**config.mk**
```make
export PLATFORM = sky130hd
export DESIGN_NAME = fft_out_reorder
export DESIGN_NICKNAME = d
export VERILOG_FILES = /design/src/rtl/fft_pkg.sv /design/src/rtl/fft_frame_ram.sv /design/src/rtl/fft_out_reorder.sv
export SDC_FILE = /design/constraint.sdc
export NUM_CORES = 1
export LEC_CHECK = 0
export ABC_AREA = 0
export CORE_ASPECT_RATIO = 1.4
export CORE_UTILIZATION = 50
export DETAILED_ROUTE_END_ITERATION = 16
export PLACE_DENSITY = 0.66
export SLEW_MARGIN = 20
export SYNTH_ARGS = -nofsm -noshare
export SYNTH_HDL_FRONTEND = slang
export SYNTH_SLANG_ARGS = --single-unit
```
**constraint.sdc**
```tcl
create_clock -name clk -period 7.6 [get_ports clk]
set_clock_uncertainty 0.2 [all_clocks]
set_input_delay 1.52 -clock clk [delete_from_list [all_inputs] [get_ports clk]]
set_output_delay 1.52 -clock clk [all_outputs]
set_load 0.01 [all_outputs]
```
**src/rtl/fft_pkg.sv**
```systemverilog
// -----------------------------------------------------------------------------
// fft_pkg
// Shared definitions for the FFT32 sink-side blocks.
//   FFT_N / FFT_LOG2N / FFT_DW : frame size, index width, sample component width
//   cplx_t                     : packed complex sample {re, im}
//   state_e                    : frame reorder FSM states
//   bitrev()                   : bit reversal over FFT_LOG2N bits
//   wraddr()                   : capture write address for input position k
// Build option: FFT_REORDER_BITREV_EN -- when defined, wraddr() bit-reverses
// the input position; otherwise it is the identity (plain frame buffer).
// -----------------------------------------------------------------------------
package fft_pkg;

   localparam int FFT_N     = 32;
   localparam int FFT_LOG2N = 5;
   localparam int FFT_DW    = 16;

   typedef struct packed {
      logic signed [FFT_DW-1:0] re;
      logic signed [FFT_DW-1:0] im;
   } cplx_t;

   typedef enum logic [1:0] {
      IDLE    = 2'd0,
      CAPTURE = 2'd1,
      DRAIN   = 2'd2
   } state_e;

   function automatic logic [FFT_LOG2N-1:0] bitrev(input logic [FFT_LOG2N-1:0] k);
      logic [FFT_LOG2N-1:0] r;
      r = {FFT_LOG2N{1'b0}};
      for (int i = 0; i < FFT_LOG2N; i++) begin
         r[i] = k[FFT_LOG2N-1-i];
      end
      return r;
   endfunction

   // Bit reversal is its own inverse, so input position k of a bit-reversed
   // frame carries bin bitrev(k) and storing it there yields natural order.
   function automatic logic [FFT_LOG2N-1:0] wraddr(input logic [FFT_LOG2N-1:0] k);
`ifdef FFT_REORDER_BITREV_EN
      return bitrev(k);
`else
      return k;
`endif
   endfunction

endpackage

```
**src/rtl/fft_frame_ram.sv**
```systemverilog
// -----------------------------------------------------------------------------
// fft_frame_ram
// One-frame sample store: synchronous write, asynchronous (combinational) read.
// Contents are not reset. A block RAM replacement would need one extra cycle
// of read latency absorbed by the caller.
// Ports:
//   clk      in  clock, rising edge
//   we_i     in  write enable
//   waddr_i  in  write address
//   wdata_i  in  write word
//   raddr_i  in  read address
//   rdata_o  out read word (combinational from raddr_i)
// -----------------------------------------------------------------------------
module fft_frame_ram
   import fft_pkg::*;
#(
   parameter int DEPTH = FFT_N,
   parameter int AW    = FFT_LOG2N,
   parameter int WIDTH = 2 * FFT_DW
) (
   input  logic             clk,
   input  logic             we_i,
   input  logic [AW-1:0]    waddr_i,
   input  logic [WIDTH-1:0] wdata_i,
   input  logic [AW-1:0]    raddr_i,
   output logic [WIDTH-1:0] rdata_o
);

   logic [WIDTH-1:0] mem_q [DEPTH];

   // Storage write port.
   always_ff @(posedge clk) begin
      if (we_i) begin
         mem_q[waddr_i] <= wdata_i;
      end
   end

   assign rdata_o = mem_q[raddr_i];

endmodule

```
**src/rtl/fft_out_reorder.sv**
```systemverilog
// -----------------------------------------------------------------------------
// fft_out_reorder
// Captures one FFT output frame (streamed without backpressure) into a local
// buffer and replays it bin 0..N-1 over a valid/ready stream.
// Build option: FFT_REORDER_BITREV_EN -- defined: input is bit-reversed and is
// reordered to natural order; undefined: frame is replayed as received.
// Ports:
//   clk           in   clock, rising edge
//   rst           in   asynchronous active-low reset
//   in_start_i    in   first sample of a frame (implies in_valid_i)
//   in_valid_i    in   input sample qualifier
//   in_re_i/im_i  in   signed input sample
//   out_valid_o   out  output sample valid
//   out_ready_i   in   downstream accept
//   out_re_o/im_o out  signed output sample
//   out_idx_o     out  bin index of current output sample
//   out_last_o    out  high with bin N-1
//   busy_o        out  high while capturing or draining
//   frame_drop_o  out  one-cycle pulse when an in_start during drain is rejected
// -----------------------------------------------------------------------------
module fft_out_reorder
   import fft_pkg::*;
#(
   parameter int N     = FFT_N,
   parameter int LOG2N = FFT_LOG2N,
   parameter int DW    = FFT_DW
) (
   input  logic                 clk,
   input  logic                 rst,
   input  logic                 in_start_i,
   input  logic                 in_valid_i,
   input  logic signed [DW-1:0] in_re_i,
   input  logic signed [DW-1:0] in_im_i,
   output logic                 out_valid_o,
   input  logic                 out_ready_i,
   output logic signed [DW-1:0] out_re_o,
   output logic signed [DW-1:0] out_im_o,
   output logic [LOG2N-1:0]     out_idx_o,
   output logic                 out_last_o,
   output logic                 busy_o,
   output logic                 frame_drop_o
);

   localparam logic [LOG2N-1:0] IDX_ZERO = {LOG2N{1'b0}};
   localparam logic [LOG2N-1:0] IDX_ONE  = LOG2N'(1);
   localparam logic [LOG2N-1:0] IDX_LAST = LOG2N'(N - 1);

   state_e                  state_q, state_d;
   logic [LOG2N-1:0]        wr_cnt_q, wr_cnt_d;
   logic [LOG2N-1:0]        rd_ptr_q, rd_ptr_d;
   logic                    out_valid_q, out_valid_d;
   logic signed [DW-1:0]    out_re_q, out_re_d;
   logic signed [DW-1:0]    out_im_q, out_im_d;
   logic [LOG2N-1:0]        out_idx_q, out_idx_d;
   logic                    out_last_q, out_last_d;
   logic                    busy_q, busy_d;
   logic                    frame_drop_q, frame_drop_d;

   logic                    ram_we_s;
   logic [LOG2N-1:0]        ram_waddr_s;
   cplx_t                   ram_wdata_s;
   cplx_t                   ram_rdata_s;
   logic                    done_s;
   logic                    load_s;

   assign ram_wdata_s = {in_re_i, in_im_i};

   // Final sample is leaving this cycle.
   assign done_s = out_valid_q && out_ready_i && out_last_q;
   // Output register may take a new sample: empty or being drained, and the
   // last bin has not already been loaded.
   assign load_s = (state_q == DRAIN) && (!out_valid_q || out_ready_i)
                   && !(out_valid_q && out_last_q);

   fft_frame_ram #(
      .DEPTH (N),
      .AW    (LOG2N),
      .WIDTH (2 * DW)
   ) u_ram (
      .clk     (clk),
      .we_i    (ram_we_s),
      .waddr_i (ram_waddr_s),
      .wdata_i (ram_wdata_s),
      .raddr_i (rd_ptr_q),
      .rdata_o (ram_rdata_s)
   );

   // FSM state register.
   always_ff @(posedge clk or negedge rst) begin
      if (!rst) begin
         state_q <= IDLE;
      end else begin
         state_q <= state_d;
      end
   end

   // FSM next-state decode.
   always_comb begin
      state_d = state_q;
      case (state_q)
         IDLE: begin
            if (in_start_i) begin
               state_d = CAPTURE;
            end else begin
               state_d = IDLE;
            end
         end
         CAPTURE: begin
            if (in_start_i) begin
               state_d = CAPTURE;
            end else if (in_valid_i && (wr_cnt_q == IDX_LAST)) begin
               state_d = DRAIN;
            end else begin
               state_d = CAPTURE;
            end
         end
         DRAIN: begin
            if (done_s) begin
               state_d = IDLE;
            end else begin
               state_d = DRAIN;
            end
         end
         default: begin
            state_d = IDLE;
         end
      endcase
   end

   // FSM outputs: buffer write control, counters and output register next values.
   always_comb begin
      wr_cnt_d     = wr_cnt_q;
      rd_ptr_d     = rd_ptr_q;
      ram_we_s     = 1'b0;
      ram_waddr_s  = wraddr(wr_cnt_q);
      out_valid_d  = out_valid_q;
      out_re_d     = out_re_q;
      out_im_d     = out_im_q;
      out_idx_d    = out_idx_q;
      out_last_d   = out_last_q;
      frame_drop_d = 1'b0;
      busy_d       = (state_d != IDLE);
      case (state_q)
         IDLE: begin
            if (in_start_i) begin
               ram_we_s    = 1'b1;
               ram_waddr_s = wraddr(IDX_ZERO);
               wr_cnt_d    = IDX_ONE;
            end else begin
               ram_we_s    = 1'b0;
            end
         end
         CAPTURE: begin
            if (in_start_i) begin
               // Abort the partial frame and restart from position 0.
               ram_we_s    = 1'b1;
               ram_waddr_s = wraddr(IDX_ZERO);
               wr_cnt_d    = IDX_ONE;
            end else if (in_valid_i) begin
               ram_we_s    = 1'b1;
               ram_waddr_s = wraddr(wr_cnt_q);
               if (wr_cnt_q == IDX_LAST) begin
                  wr_cnt_d = IDX_ZERO;
                  rd_ptr_d = IDX_ZERO;
               end else begin
                  wr_cnt_d = wr_cnt_q + IDX_ONE;
               end
            end else begin
               ram_we_s    = 1'b0;
            end
         end
         DRAIN: begin
            frame_drop_d = in_start_i;
            if (done_s) begin
               out_valid_d = 1'b0;
            end else if (load_s) begin
               out_valid_d = 1'b1;
               out_re_d    = ram_rdata_s.re;
               out_im_d    = ram_rdata_s.im;
               out_idx_d   = rd_ptr_q;
               out_last_d  = (rd_ptr_q == IDX_LAST);
               rd_ptr_d    = rd_ptr_q + IDX_ONE;
            end else begin
               out_valid_d = out_valid_q;
            end
         end
         default: begin
            ram_we_s = 1'b0;
         end
      endcase
   end

   // Datapath and output registers.
   always_ff @(posedge clk or negedge rst) begin
      if (!rst) begin
         wr_cnt_q     <= IDX_ZERO;
         rd_ptr_q     <= IDX_ZERO;
         out_valid_q  <= 1'b0;
         out_re_q     <= {DW{1'b0}};
         out_im_q     <= {DW{1'b0}};
         out_idx_q    <= IDX_ZERO;
         out_last_q   <= 1'b0;
         busy_q       <= 1'b0;
         frame_drop_q <= 1'b0;
      end else begin
         wr_cnt_q     <= wr_cnt_d;
         rd_ptr_q     <= rd_ptr_d;
         out_valid_q  <= out_valid_d;
         out_re_q     <= out_re_d;
         out_im_q     <= out_im_d;
         out_idx_q    <= out_idx_d;
         out_last_q   <= out_last_d;
         busy_q       <= busy_d;
         frame_drop_q <= frame_drop_d;
      end
   end

   assign out_valid_o  = out_valid_q;
   assign out_re_o     = out_re_q;
   assign out_im_o     = out_im_q;
   assign out_idx_o    = out_idx_q;
   assign out_last_o   = out_last_q;
   assign busy_o       = busy_q;
   assign frame_drop_o = frame_drop_q;

endmodule

```
==> impl_metrics.env, run 1 <==
export IMPL_min_to="out_idx_o[4]"
export IMPL_clkTransAtPathRegs_ns=0.06
export IMPL_top_usage_layer="met2"
export IMPL_critPathKind="primary input to flop"
export IMPL_finalSetupTns_ns=0
export IMPL_grt_use_met2=0.3570
export IMPL_cp_arrival_ns=4.80
export IMPL_maxCapViolations=0
export IMPL_firstDrtPassIters=5
export IMPL_timing_rr_start="state_q[1]"
export IMPL_cts_htree_levels=3
export IMPL_grt_pass1_vias=20030
export IMPL_async_flop_share=0.04921
export IMPL_ff2ff_setup_slack_ns=3.69
export IMPL_drive_gt1_frac=0.2529
export IMPL_grt_max_degree=164
export IMPL_clockBufferDepth=3
export IMPL_ir_worst_vdd_mv=0.1855
export IMPL_wl_per_cell_um=27.70
export IMPL_fin_crit_ns=4.728
export IMPL_synth_edf_count=1024
export IMPL_initial_core_util=0.5049
export IMPL_gp_congestion=0.8323
export IMPL_die_w_um=244.9
export IMPL_netlist_instances=1967
export IMPL_vias=19630
export IMPL_grt_antenna_before_repair=2
export IMPL_synth_area_um2=41290
export IMPL_setup_viol=0
export IMPL_finalHoldViolations=0
export IMPL_cts_buffers=95
export IMPL_p_leak_nw=14.38
export IMPL_final_max_slew_viol_count=0
export IMPL_cp_data_required_time_ns=7.67
export IMPL_cts_hold_buf=0
export IMPL_hold_class="flop to flop"
export IMPL_synth_flop_cell="edfxtp_1"
export IMPL_max_slew_margin=0.2467
export IMPL_synth_nets=2008
export IMPL_cts_setup_buffers=0
export IMPL_endpoint_kind="flop"
export IMPL_ctsResizeCount=0
export IMPL_fill_cells=5818
export IMPL_worstPathMaxFanout=32
export IMPL_num_rows=124
export IMPL_area_delta_synth_final_pct=13.82
export IMPL_grt_overflow_total=0
export IMPL_worstRegToRegCells=4
export IMPL_top_level_ports=78
export IMPL_ys_seq_area_frac=0.7769
export IMPL_preCtsSetupSlack_ns=2.288
export IMPL_drc=0
export IMPL_antennaDiodeCount=0
export IMPL_die_area_um2=83740
export IMPL_finalNonFillerCells=3238
export IMPL_crit_path_start_kind="primary input"
export IMPL_min_path_cells=1
export IMPL_cts_sinks=1077
export IMPL_yosys_warnings=0
export IMPL_ys_ff_latch=1077
export IMPL_clk_latency_ns=0.66
export IMPL_met3_usage=0.03736
export IMPL_worst_slew_pin_slew_ns=1.127
export IMPL_syn_avg_cell_area_um2=20.99
export IMPL_first_iter_violations=1922
export IMPL_core_um2=81760
export IMPL_powerDensity_nw_per_um2=255.3
export IMPL_worstReg2RegEnd="u_ram.mem_q[31][3]"
export IMPL_nets=2127
export IMPL_fp_dieH_um=342
export IMPL_place_hpwl_um=53350
export IMPL_min_delay_start="out_idx_o[4]"
export IMPL_grt_use_total=0.2186
export IMPL_cts_tree="done"
export IMPL_routed_via_density=6.063
export IMPL_wl_um=89690
export IMPL_ys_types=41
export IMPL_port_buffers=77
export IMPL_dp_cells=3054
export IMPL_grt_pass1_wl_um=133600
export IMPL_fmax_ghz=0.2115
export IMPL_cts_root_buffer="clkbuf_16"
export IMPL_grtUsageMet1=0.3111
export IMPL_rsz0062_at_grt="no"
export IMPL_antenna_left=0
export IMPL_finalCritPeriodShare=0.6221
export IMPL_status="completed"
export IMPL_setup_slack_ns=2.872
[cells by family (layout without fill, tap and decap cells)]
kind of cell    after synthesis  in the layout  synth area share
flops                      1077           1077            0.7769
simple gates                250            250           0.02734
mux                         326            326            0.1484
xor+xnor                      2              2         0.0004244
buf+inv                     119            319           0.01421
compound gates              189            189           0.03146
fa+ha+maj                     4              4          0.001212
[flip-flops by register name, summed over array words and instances, names as in the netlist]
| register | flops |
|---|---|
| busy_o | 1 |
| frame_drop_o | 1 |
| out_idx_o | 5 |
| out_im_o | 16 |
| out_last_o | 1 |
| out_re_o | 16 |
| out_valid_o | 1 |
| rd_ptr_q | 5 |
| state_q | 2 |
| u_ram.mem_q | 1024 |
| wr_cnt_q | 5 |
[synthesized netlist by cell type, types with 7 or more instances]
cell	count	area, µm²
nor2_1	138	518.0
and2_1	34	212.7
buf_6	7	78.83
a211oi_1	96	720.7
buf_1	9	33.78
o22ai_1	63	394.1
nor3_1	36	180.2
nand3_1	7	35.03
buf_4	11	82.58
mux2i_1	34	340.3
mux4_2	222	5000
edfxtp_1	1024	30750
mux2_2	69	777.0
o21ai_0	9	45.04
nand2_1	16	60.06
buf_2	37	185.2
dfrtp_1	53	1326
clkbuf_1	50	187.7
[worst max path at each step]
| stage | from | end | cells after the start |
|---|---|---|---|
| after floorplan | in_start_i | u_ram.mem_q[14][0] | 4 |
| after CTS | in_start_i | u_ram.mem_q[3][12] | 4 |
| final | in_start_i | u_ram.mem_q[31][3] | 4 |
| after global routing | in_start_i | u_ram.mem_q[10][10] | 4 |
| after global placement | in_valid_i | u_ram.mem_q[26][17] | 5 |
| after detailed placement | in_start_i | u_ram.mem_q[3][0] | 4 |
[through the flow]
step,power [mW],cell area [µm²],util,hold slack [ns]
floorplan,6.956,41290,-,0.3254
detailed placement,7.223,43650,0.5338,0.3019
CTS,12.08,46830,0.5727,0.3162
global placement,7.210,43460,0.5315,0.2947
finish,12.00,46990,0.5747,0.3117
global route,12.31,46990,0.5747,0.3340
[per-layer routing]
metal | wire length [µm] | up-vias
met5 | 0 | -
met4 | 1311 | 0
met3 | 6311 | 106
met2 | 44720 | 752
met1 | 37350 | 10380
li1 | - | 8392
[power by group]
part           leakage (nW)  internal [mW]  switching (mW)
Combinational          2.91          0.198           0.303
Clock                  1.54           2.78            2.12
Sequential             9.92           6.55          0.0405
[cells in the final DEF, fill, tap and decap left out, types with 3 or more instances in the layout]
cell type / instances
edfxtp_1: 1024
mux4_2: 222
nor2_1: 106
clkbuf_16: 99
a211oi_1: 96
clkdlybuf4s50_1: 73
mux2_2: 69
o22ai_1: 63
dfrtp_1: 49
buf_4: 45
nor3_1: 36
mux2i_1: 34
and2_1: 33
nor2_4: 32
clkinv_2: 21
nand2_1: 16
clkbuf_1: 14
clkinv_1: 13
buf_16: 12
clkinvlp_4: 11
bufinv_16: 10
o21ai_0: 9
nand3_1: 6
clkbuf_8: 6
nor2b_1: 5
o21ai_1: 5
inv_1: 4
a21oi_1: 4
ha_1: 4
dfrtp_4: 4
nand2b_1: 3
nand3b_1: 3
and3_1: 3
inv_6: 3
buf_2: 3
buf_12: 3
[critical path, cell delays in order]
cell,delay (ns)
clkdlybuf4s50_1,0.58
nor3_1,0.64
nand3_1,0.85
nor2_4,1.17
[area by class of cell]
type,count,area (µm²),share of cell area
repair buffers,136,1474,0.03137
multi-input cells,771,8882,0.1890
inverters,5,18.77,0.0003994
clock inverters,59,571.8,0.01217
well taps,1071,1340,0.02852
clock buffers,119,2613,0.05560
flip-flops and latches,1077,32090,0.6829
No activity file was read; power rests on OpenSTA's default activity.
==> run 2, diff against run 1 <==
==> constraint.sdc (replaced) <==
create_clock -name clk -period 4.63 [get_ports clk]
set_clock_uncertainty 0.2 [all_clocks]
set_input_delay 0.926 -clock clk [delete_from_list [all_inputs] [get_ports clk]]
set_output_delay 0.926 -clock clk [all_outputs]
set_load 0.01 [all_outputs]
==> run 2 against run 1 <==
Via count increased by 1.1%. Routed wire length rose by 3.3%. Die area is the same. Combinational power increased by 69%. Setup slack got worse by 1.7 ns. Critical path depth rose by 2. First-iteration DRC count rose by 7.6%. Register-to-register slack got worse by 2.5 ns. Sequential share of layout area fell by 0.29 points. Clock power is 61% higher. Sequential cell count unchanged. Critical path type is now flop to flop. Critical endpoint is now out_im_o[9]. Largest power group unchanged.
==> impl_metrics.env, run 2 (synthesized netlist as in run 1, its figures left out) <==
export IMPL_place_hpwl_um=58410
export IMPL_cp_arrival_ns=3.74
export IMPL_fill_cells=5795
export IMPL_crit_path_start_kind="flop"
export IMPL_critPathKind="flop to flop"
export IMPL_first_iter_violations=2068
export IMPL_rsz0062_at_grt="no"
export IMPL_nets=2166
export IMPL_cts_root_buffer="clkbuf_16"
export IMPL_firstDrtPassIters=5
export IMPL_area_delta_synth_final_pct=14.30
export IMPL_antennaDiodeCount=0
export IMPL_vias=19850
export IMPL_p_leak_nw=14.55
export IMPL_grt_pass1_vias=20640
export IMPL_status="completed"
export IMPL_drc=0
export IMPL_ctsResizeCount=0
export IMPL_clockBufferDepth=3
export IMPL_cp_common_cell="a211oi_1"
export IMPL_hold_class="primary input to async pin"
export IMPL_die_area_um2=83740
export IMPL_finalCritPeriodShare=0.7368
export IMPL_cp_slowest_stage_delay_ns=0.80
export IMPL_fp_dieH_um=342
export IMPL_powerDensity_nw_per_um2=414.3
export IMPL_final_max_slew_viol_count=0
export IMPL_ir_worst_vdd_mv=0.2835
export IMPL_worstPathCellList="nand2b_2 > o22ai_1 > a211oi_1 > a211oi_1 > buf_4 > nor4_1"
export IMPL_grt_pass1_wl_um=138000
export IMPL_die_w_um=244.9
export IMPL_setup_viol=0
export IMPL_layout_commonest_cell="edfxtp_1"
export IMPL_wl_um=92640
export IMPL_drive_gt1_frac=0.2648
export IMPL_fin_crit_ns=3.411
export IMPL_wl_per_cell_um=28.30
export IMPL_top_register="u_ram.mem_q"
export IMPL_cts_buffers=93
export IMPL_routed_via_density=6.065
export IMPL_finalHoldViolations=0
export IMPL_largest_reg_flops=1024
export IMPL_grt_antenna_before_repair=2
export IMPL_port_buffers=77
export IMPL_cts_hold_buf=0
export IMPL_maxCapViolations=0
export IMPL_cts_htree_levels=3
export IMPL_top_level_ports=78
export IMPL_gp_congestion=0.8692
export IMPL_worst_slew_pin_slew_ns=1.035
export IMPL_cp_data_required_time_ns=4.95
export IMPL_finalSetupTns_ns=0
export IMPL_layout_common_cells="edfxtp_1, mux4_2, nor2_1"
export IMPL_max_slew_margin=0.3103
export IMPL_cts_setup_buffers=0
export IMPL_antenna_left=0
export IMPL_fin_area_um2=47190
export IMPL_initial_core_util=0.5049
export IMPL_core_um2=81760
export IMPL_clkTransAtPathRegs_ns=0.07
export IMPL_fmax_ghz=0.2931
export IMPL_clk_latency_ns=0.65
export IMPL_final_core_util=0.5772
export IMPL_grt_use_total=0.2265
export IMPL_grt_max_degree=70
export IMPL_grt_overflow_total=0
export IMPL_cpMaxStageDelayCell="dfrtp_4"
export IMPL_endpoint_kind="flop"
export IMPL_worstPathMaxFanout=34
export IMPL_num_rows=124
export IMPL_cts_tree="done"
export IMPL_placed_cell_area_um2=44110
export IMPL_cts_sinks=1077
## run 2: critical path: cells and delay by family, from the launching register on
kind | cells | cell delay (ns)
AOI/OAI and AO/OA | 3 | 1.08
and+or+nand+nor | 2 | 0.99
DFF | 1 | 0.80
buffers and inverters | 1 | 0.19
## run 2: per-layer routing
| layer | GRT usage | routed length, µm | vias to the layer above |
|---|---|---|---|
| met4 | 0.06289 | 1935 | 4 |
| met5 | 0 | 27 | - |
| met1 | 0.3091 | 37870 | 10570 |
| met2 | 0.3855 | 47550 | 693 |
| met3 | 0.02898 | 5260 | 122 |
| li1 | - | - | 8459 |
## run 2: per-stage QoR
stage,setup WS [ns],hold slack (ns),total power [mW],cells
after floorplan,0.7683,0.3254,11.42,1967
after global routing,1.046,0.04881,20.06,3273
after detailed placement,0.7600,0.3012,11.90,3101
after global placement,0.8436,0.2942,11.88,3101
after CTS,1.258,0.02550,19.68,3273
final,1.219,0.03372,19.55,3273
## run 2: final cells by class
class,instances,area (µm²),area share
clock inverters,61,603.1,0.01278
inverters,5,18.77,0.0003977
clock buffers,111,2480,0.05255
well taps,1071,1340,0.02840
multi-input cells,771,8882,0.1882
repair buffers,177,1777,0.03765
flip-flops and latches,1077,32090,0.6800
## run 2: path summary, 6_finish.rpt
| check | start | endpoint | slack, ns | cells after the start |
|---|---|---|---|---|
| min in group clk | out_idx_o[0] | out_idx_o[0] | 0.32 | 1 |
| max | rd_ptr_q[1] | out_im_o[9] | 1.22 | 6 |
| max reg2reg | rd_ptr_q[1] | out_im_o[9] | 1.22 | 6 |
| min reg2reg | out_idx_o[0] | out_idx_o[0] | 0.32 | 1 |
| max in group asynchronous | rst | out_re_o[13] | 3.32 | 2 |
| min | rst | out_im_o[12] | 0.03 | 1 |
## run 2: power by group
group / internal, mW / switching (mW)
clock: 4.46 / 3.41
sequential: 10.8 / 0.0722
combinational: 0.330 / 0.519
==> run 3, diff against run 2 <==
--- a/config.mk
+++ b/config.mk
@@ -9,7 +9,7 @@
 export CORE_ASPECT_RATIO = 1.4
 export CORE_UTILIZATION = 50
 export DETAILED_ROUTE_END_ITERATION = 16
-export PLACE_DENSITY = 0.66
+export PLACE_DENSITY = 0.69
 export SLEW_MARGIN = 20
 export SYNTH_ARGS = -nofsm -noshare
 export SYNTH_HDL_FRONTEND = slang
==> constraint.sdc (replaced) <==
create_clock -name clk -period 2.85 [get_ports clk]
set_clock_uncertainty 0.2 [all_clocks]
set_input_delay 0.57 -clock clk [delete_from_list [all_inputs] [get_ports clk]]
set_output_delay 0.57 -clock clk [all_outputs]
set_load 0.01 [all_outputs]
==> run 3 against run 2 <==
Register-to-register slack got worse by 1.1 ns. Non-clock buffer count up 96. Final cell count up 3.1%. Setup slack lost 1.1 ns. Utilization is 1.7 points higher. Sequential share of layout area shrank 1.9 points. Critical path depth grew 1. Via count grew 2.6%. Clock-buffer cell count up 3. Clock power up 61%. Maximum frequency up 24%. Largest cell class unchanged. Highest routed layer is now met4.
==> impl_metrics.env, run 3 (synthesized netlist as in run 1, its figures left out) <==
export IMPL_layout_commonest_cell="edfxtp_1"
export IMPL_cts_hold_buf=1
export IMPL_maxCapViolations=0
export IMPL_antenna_left=0
export IMPL_grt_pass1_wl_um=138900
export IMPL_top_register="u_ram.mem_q"
export IMPL_cp_slowest_stage_delay_ns=0.57
export IMPL_crit_path_start_kind="flop"
export IMPL_cp_arrival_ns=3.14
export IMPL_area_delta_synth_final_pct=17.61
export IMPL_max_slew_margin=0.3632
export IMPL_clockBufferDepth=3
export IMPL_finalNonFillerCells=3375
export IMPL_drc=0
export IMPL_timing_rr_start="rd_ptr_q[0]"
export IMPL_fp_dieH_um=342
export IMPL_worstPathMaxFanout=27
export IMPL_cp_data_required_time_ns=3.23
export IMPL_routed_via_density=6.037
export IMPL_worstReg2RegEnd="out_re_o[3]"
export IMPL_ctsResizeCount=0
export IMPL_dp_cells=3196
export IMPL_worstRegToRegCells=7
export IMPL_cts_sinks=1077
export IMPL_firstDrtPassIters=5
export IMPL_critPathKind="flop to flop"
export IMPL_vias=20380
export IMPL_hold_class="flop to flop"
export IMPL_clk_latency_ns=0.67
export IMPL_final_core_util=0.5939
export IMPL_cts_tree="done"
export IMPL_die_area_um2=83740
export IMPL_cts_htree_levels=3
export IMPL_final_max_slew_viol_count=0
export IMPL_cts_buffers=95
export IMPL_grt_pass1_vias=21330
export IMPL_wl_um=93550
export IMPL_gp_congestion=0.8649
export IMPL_initial_core_util=0.5049
export IMPL_rsz0062_at_grt="no"
export IMPL_place_hpwl_um=59830
export IMPL_ir_worst_vdd_mv=0.4323
export IMPL_fin_crit_ns=2.752
export IMPL_ff2ff_setup_slack_ns=0.1
export IMPL_cts_root_buffer="clkbuf_16"
export IMPL_wl_per_cell_um=27.72
export IMPL_endpoint_kind="flop"
export IMPL_layout_common_cells="edfxtp_1, mux4_2, buf_4"
export IMPL_clkTransAtPathRegs_ns=0.06
export IMPL_status="completed"
export IMPL_powerDensity_nw_per_um2=652.3
export IMPL_worst_slew_pin_slew_ns=0.9553
export IMPL_worstPathCellList="buf_12 > buf_4 > buf_4 > mux2i_1 > a211oi_1 > a211oi_1 > nor3_1"
export IMPL_hold_slack_ns=0.3097
export IMPL_grt_overflow_total=0
export IMPL_setup_viol=0
export IMPL_grt_use_total=0.2286
export IMPL_drive_gt1_frac=0.2899
export IMPL_antennaDiodeCount=0
export IMPL_largest_reg_flops=1024
export IMPL_fmax_ghz=0.3634
export IMPL_cpMaxStageDelayCell="a211oi_1"
export IMPL_cts_setup_buffers=0
export IMPL_min_delay_start="out_idx_o[4]"
export IMPL_finalHoldViolations=0
export IMPL_grt_antenna_before_repair=1
export IMPL_p_leak_nw=15.16
export IMPL_core_um2=81760
export IMPL_port_buffers=77
export IMPL_nets=2264
export IMPL_min_path_cells=1
export IMPL_min_to="out_idx_o[4]"
export IMPL_die_w_um=244.9
export IMPL_num_rows=124
export IMPL_finalCritPeriodShare=0.9657
export IMPL_first_iter_violations=1898
export IMPL_top_level_ports=78
export IMPL_grt_max_degree=54
export IMPL_power_mw=31.67
==> run 3: changes by cell type in the layout (fill, tap and decap cells not counted), moves of 2 or more <==
cell	previous run	this run
clkdlybuf4s50_1	70	76
buf_4	78	124
clkinv_1	16	23
clkinvlp_4	4	11
buf_2	6	0
buf_12	23	72
bufinv_16	11	9
clkbuf_1	14	18
clkinv_2	22	13
==> run 3: routing by layer <==
layer	GRT usage	up-vias	share of wire
met3	0.02506	125	0.056
li1	-	8666	-
met4	0.07760	0	0.025
met2	0.3968	780	0.53
met5	0	-	0
met1	0.3016	10810	0.39
==> run 3: where the power goes <==
part	leakage (nW)	total, mW	internal [mW]	switching (mW)
Clock	1.47	12.7	7.05	5.62
Sequential	9.92	17.6	17.5	0.0987
Combinational	3.77	1.43	0.602	0.831
==> run 3: worst max-delay path: cells and delay by family (launching register included) <==
family / cells / cell delay, ns
mux: 1 / 0.14
compound gates: 2 / 0.76
buf+inv: 3 / 0.92
simple gates: 1 / 0.18
flops: 1 / 0.46
==> run 3: layout make-up <==
cell class                 count  area, µm²
clock buffer                 114       2470
sequential                  1077      32090
clock inverter                64      606.8
inverter                       5      18.77
timing repair buffer         273       3143
fill                        5618      33210
tap                         1071       1340
multi-input combinational    771       8886
==> run 3: worst max path at each step <==
stage	start	to	slack [ns]	cells after the start
3_5_place_dp	in_start_i	u_ram.mem_q[22][10]	-0.08	7
5_1_grt	rd_ptr_q[0]	out_re_o[3]	0.03	7
2_1_floorplan	in_start_i	u_ram.mem_q[10][0]	-0.29	4
6_report	rd_ptr_q[0]	out_re_o[3]	0.1	7
4_1_cts	rd_ptr_q[0]	out_re_o[3]	0.1	7
3_3_place_gp	in_start_i	u_ram.mem_q[22][21]	-0.06	7
==> run 3: through the flow <==
step | cell area (µm²) | setup WS [ns] | setup TNS (ns)
final | 48560 | 0.09788 | 0
after global routing | 48560 | 0.03052 | 0
after CTS | 48560 | 0.09777 | 0
after detailed placement | 45470 | -0.07774 | -8.327
after global placement | 45470 | -0.05979 | -5.065
after floorplan | 41350 | -0.2878 | -268.62
